### src/rtl/shift_add_mac.sv
// Sequential unsigned multiply-accumulate: shift-and-add multiply, one multiplier
// bit per clock, then the product is added into a sticky-overflow accumulator.
module shift_add_mac #(
  parameter int WIDTH     = 8,
  parameter int ACC_WIDTH = 20
) (
  input  logic                 clk,
  input  logic                 rst,
  input  logic                 in_valid,
  output logic                 in_ready,
  input  logic [WIDTH-1:0]     a,
  input  logic [WIDTH-1:0]     b,
  input  logic                 acc_clear,
  output logic                 busy,
  output logic                 out_valid,
  output logic [ACC_WIDTH-1:0] acc_out,
  output logic                 overflow
);

  localparam int CW = $clog2(WIDTH + 1);

  typedef enum logic [1:0] {IDLE, MUL, ACC} state_t;

  state_t               state;
  logic [2*WIDTH-1:0]   product;
  logic [2*WIDTH-1:0]   mcand;
  logic [WIDTH-1:0]     mplier;
  logic [CW-1:0]        count;
  logic [ACC_WIDTH:0]   sum;

  // One extra bit captures the carry out of the accumulator add
  assign sum      = {1'b0, acc_out} + (ACC_WIDTH+1)'(product);
  assign busy     = (state != IDLE);
  assign in_ready = (state == IDLE);

  always_ff @(posedge clk) begin
    if (rst) begin
      state     <= IDLE;
      product   <= '0;
      mcand     <= '0;
      mplier    <= '0;
      count     <= '0;
      acc_out   <= '0;
      overflow  <= 1'b0;
      out_valid <= 1'b0;
    end else begin
      out_valid <= 1'b0;
      case (state)
        IDLE: begin
          if (acc_clear) begin
            acc_out  <= '0;
            overflow <= 1'b0;
          end
          if (in_valid) begin
            mcand   <= {{WIDTH{1'b0}}, a};
            mplier  <= b;
            product <= '0;
            count   <= CW'(WIDTH);
            state   <= MUL;
          end
        end
        MUL: begin
          if (acc_clear) begin
            acc_out  <= '0;
            overflow <= 1'b0;
          end
          // The multiplicand register carries the step-index shift
          if (mplier[0]) begin
            product <= product + mcand;
          end
          mcand  <= mcand << 1;
          mplier <= mplier >> 1;
          count  <= count - CW'(1);
          if (count == CW'(1)) begin
            state <= ACC;
          end
        end
        ACC: begin
          // A clear on this edge is applied before the add
          if (acc_clear) begin
            acc_out  <= ACC_WIDTH'(product);
            overflow <= 1'b0;
          end else begin
            acc_out  <= sum[ACC_WIDTH-1:0];
            overflow <= overflow | sum[ACC_WIDTH];
          end
          out_valid <= 1'b1;
          state     <= IDLE;
        end
        default: state <= IDLE;
      endcase
    end
  end

endmodule
### config.mk
export PLATFORM = sky130hd
export DESIGN_NAME = shift_add_mac
export DESIGN_NICKNAME = d
export VERILOG_FILES = /design/src/rtl/shift_add_mac.sv
export SDC_FILE = /design/constraint.sdc
export NUM_CORES = 1
export LEC_CHECK = 0
export ABC_AREA = 1
export CAP_MARGIN = 20
export CELL_PAD_IN_SITES_DETAIL_PLACEMENT = 1
export CELL_PAD_IN_SITES_GLOBAL_PLACEMENT = 1
export CORE_MARGIN = 8
export CORE_UTILIZATION = 40
export DETAILED_ROUTE_END_ITERATION = 10
export GPL_TIMING_DRIVEN = 1
export MAX_ROUTING_LAYER = met4
export PLACE_DENSITY = 0.86
export SYNTH_ARGS = -nofsm -noshare
export SYNTH_HDL_FRONTEND = slang
export SYNTH_SLANG_ARGS = --single-unit
export TNS_END_PERCENT = 50
### constraint.sdc
create_clock -name clk -period 2 [get_ports clk]
set_input_delay 0.4 -clock clk [delete_from_list [all_inputs] [get_ports clk]]
set_output_delay 0.4 -clock clk [all_outputs]
set_load 0.01 [all_outputs]
==> summary.txt <==
Timing
  • Highest clock rate: roughly 520 MHz
  • Period minus WS final: 1.911 ns
  • RSZ-0062 raised after global routing: true
  • Hold_ws: about 0.47 ns
  • Final Max Tran Viols: 0
  • Fin. Hold Viols: 0
  • Ratio of final minimum period to clock period: between 90% and 100%
  • Headroom to the max-slew limit: ~73%
  • Least-Margin Pin Slew: 0.4090 ns
  • Final setup viols: 0
  • Clock Skew: 0.01011 ns
  • Setup WS post-layout: ~0.089 ns

Global route
  • First-pass GRT wire length: 26,210 um
  • GR Layer Usage met1: between 20 and 25%
  • GRT overflow: 0
  • Maximum number of pins on one net before global-route repair: 28
  • Vias in the first global route: about 5,500
  • Global Route met2 Usage: between 30% and 40%
  • Met3 Use GR: under 10%
  • GR peak layer: met2
  • Overall routing resource usage: 20.53%
  • Initial antenna violation count: 0

Clock network
  • Inserted Clock Buffers: 9
  • Root buffer cell: clkbuf_16
  • Clock slew seen by the registers of the worst setup and hold paths: roughly 0.06 ns
  • Clock tree buffer depth: 2
  • Post-CTS setup buffer count: 0
  • H-tree level count: 3
  • Clock latency on the worst-skew pair: about 0.34 ns
  • CTS tree: done
  • Number of hold buffers added after cts: 0
  • CTS sink cnt: around 70

Setup path
  • Worst R2R Start: acc_out[0]$_SDFFE_PP0P_
  • CP Max Fanout: 3
  • FF-to-FF path depth: 13
  • Crit path capture type: register
  • Reg-to-reg endpoint: acc_out[16]$_SDFFE_PP0P_
  • CP Class: reg2reg
  • Worst EP arrival: roughly 2.1 ns
  • Crit start category: register
  • Register-to-Register Setup Slack: approximately 0.09 ns
  • CP Data Required Time: about 2.2 ns

Status
  • Status: completed

Floorplan
  • Die Y: ~120 um
  • IO Count: 44
  • Starting Density: about two fifths
  • Die Width: 124.5 um
  • Site Rows: 39
  • Total core area: between 0.01 and 0.015 sq mm
  • Die area: between 0.015 and 0.02 sq mm

Pwr
  • Overall Power: between 3 and 4 mW
  • Leak Pwr: 2.556 nW
  • Cell Pwr Density: between 500 and 600 mW/mm^2
  • Peak VDD IR: 0.3154 mV

Finish
  • ANT cells: 0
  • Final Cell Area: approximately 0.0056 sq mm
  • Synth-to-layout area growth: 19.95%
  • Share of layout cells above drive strength 1: approximately a tenth
  • Layout Nets: between 800 and 900
  • Final core utilization: about half

Synthesis
  • Synthesized area: 0.004710 sq mm
  • Area contributors post-synth: dfxtp_1 29%, nand2_1 18%, a21oi_1 11%
  • Register area share after synthesis: between 20 and 30%
  • Most frequent cell after synthesis: nand2_1
  • Post-Syn Area per Cell: 6.330 sq um
  • Async set-reset flop share out of synthesis: 0%
  • Synth warn: 0
  • Gate Count Post-Synth: 744
  • Cell taking the most area after synthesis: dfxtp_1
  • Post-synth EDFFs: 0
  • Synth top cells by count: 221 x nand2_1, 100 x a21oi_1, 82 x nor2_1
  • Library cells used by synthesis: 38
  • Yosys top cell area share: between 20% and 30%
  • Synthesized flop and latch total: a little under 70
  • Syn nets: roughly 800
  • Post-synth top flop: dfxtp_1

Place
  • Port Buffers: 43
  • Placed Area: between 0.005 and 0.006 sq mm
  • Pre-CTS setup slack: -0.06958 ns
  • GPL Wtd Cong: between 0.9 and 1
  • Detail Placement HPWL: around 12,000 um

Worst hold path
  • Hold worst-path end: acc_out[2]$_SDFFE_PP0P_
  • Hold_sp: rst
  • Hold depth: 2
  • Hold Path Class: in2reg

Detailed routing
  • Via density: roughly 5.4
  • Wire per inst: between 15 and 20 um
  • Vias: between 5,000 and 6,000
  • DR pass1 iterations: 5
  • DRT Wirelength: 15,450 um
  • DRT iter0 DRCs: 280
  • Post-route DRC: 0
  • Antenna Violating Nets Remaining: 0

Run
  • MaxCap Viol Count: 0
[cells by family (layout without fill, tap and decap cells)]
logic type | after synthesis | count (layout) | share of synthesized area [%]
adder cells (fa/ha/maj) | 35 | 35 | 9.618
XOR/XNOR | 5 | 5 | 0.9298
flip-flops | 68 | 68 | 28.91
AO/OA/AOI/OAI | 143 | 143 | 16.18
AND/OR/NAND/NOR | 392 | 392 | 35.31
buffers and inverters | 101 | 152 | 9.060
[placed cells by master (no fill, tap or decap), types with 8 or more instances in the layout]
| cell | synthesis | routed |
|---|---|---|
| inv_1 | 71 | 70 |
| clkdlybuf4s50_1 | 0 | 42 |
| ha_1 | 33 | 29 |
| buf_4 | 2 | 15 |
| a22oi_1 | 8 | 8 |
| inv_2 | 7 | 8 |
| nand2_2 | 6 | 13 |
| nand2_1 | 221 | 214 |
| nand3_1 | 50 | 48 |
| dfxtp_1 | 68 | 62 |
| nor2_1 | 82 | 81 |
| clkbuf_16 | 0 | 9 |
| a21oi_1 | 100 | 98 |
| o21ai_0 | 23 | 21 |
[timing repair]
| item | 4_1_cts | 5_1_grt |
|---|---|---|
| pin swaps | 1 | 0 |
| gates resized for setup | 5 | 24 |
| setup endpoints to repair | 4 | 18 |
[state kept, by name (all words and copies together) (netlist names)]
register	cells
acc_out	20
count	4
mcand	16
mplier	8
out_valid	1
overflow	1
product	16
state	2
[critical path: stages (launching register included)]
cell and delay (ns):
dfxtp_1 0.37, ha_4 0.16, inv_1 0.06, fa_2 0.36
inv_2 0.09, nand3_1 0.09, nand3_2 0.12, nand2_1 0.08
nand2_2 0.08, nand2_1 0.08, nand2_2 0.10, nand2_1 0.07
nand3_1 0.08, a21oi_1 0.06
[area by class of cell]
type / instances / area (sq um)
clock inverter: 3 / 15.01
sequential: 68 / 1371
timing repair buffer: 59 / 558.0
clock buffer: 11 / 242.7
fill: 1525 / 5818
multi-input combinational: 575 / 2984
inverter: 79 / 299.0
tap: 143 / 178.9
[through the flow]
stage	TNS, ns	cells
floorplan	0	744
global placement	0	924
detailed placement	-0.07069	924
CTS	0	938
global route	-0.08802	938
finish	0	938
[per-layer routing]
metal	vias up	share of wire [%]
met5	-	0
met4	0	3.0
met3	36	2.9
met2	102	50
met1	2448	44
li1	2519	-
[power breakdown]
group | internal, mW | switching, mW
clock | 0.852 | 0.591
combinational | 0.172 | 0.276
sequential | 1.41 | 0.0451
total | 2.43 | 0.912
[how the worst max path moves through the flow]
stage	startpoint	to	slack, ns	depth (start not counted)
floorplan	acc_out[0]$_SDFFE_PP0P_	acc_out[16]$_SDFFE_PP0P_	0.16	13
global placement	product[0]$_SDFFE_PP0P_	acc_out[16]$_SDFFE_PP0P_	0.06	13
detailed placement	product[0]$_SDFFE_PP0P_	acc_out[16]$_SDFFE_PP0P_	-0.07	13
CTS	product[0]$_SDFFE_PP0P_	acc_out[16]$_SDFFE_PP0P_	0.03	13
global route	acc_out[5]$_SDFFE_PP0P_	acc_out[18]$_SDFFE_PP0P_	-0.06	12
finish	acc_out[0]$_SDFFE_PP0P_	acc_out[16]$_SDFFE_PP0P_	0.09	13
Note: power is estimated with default switching activity, not from simulation.
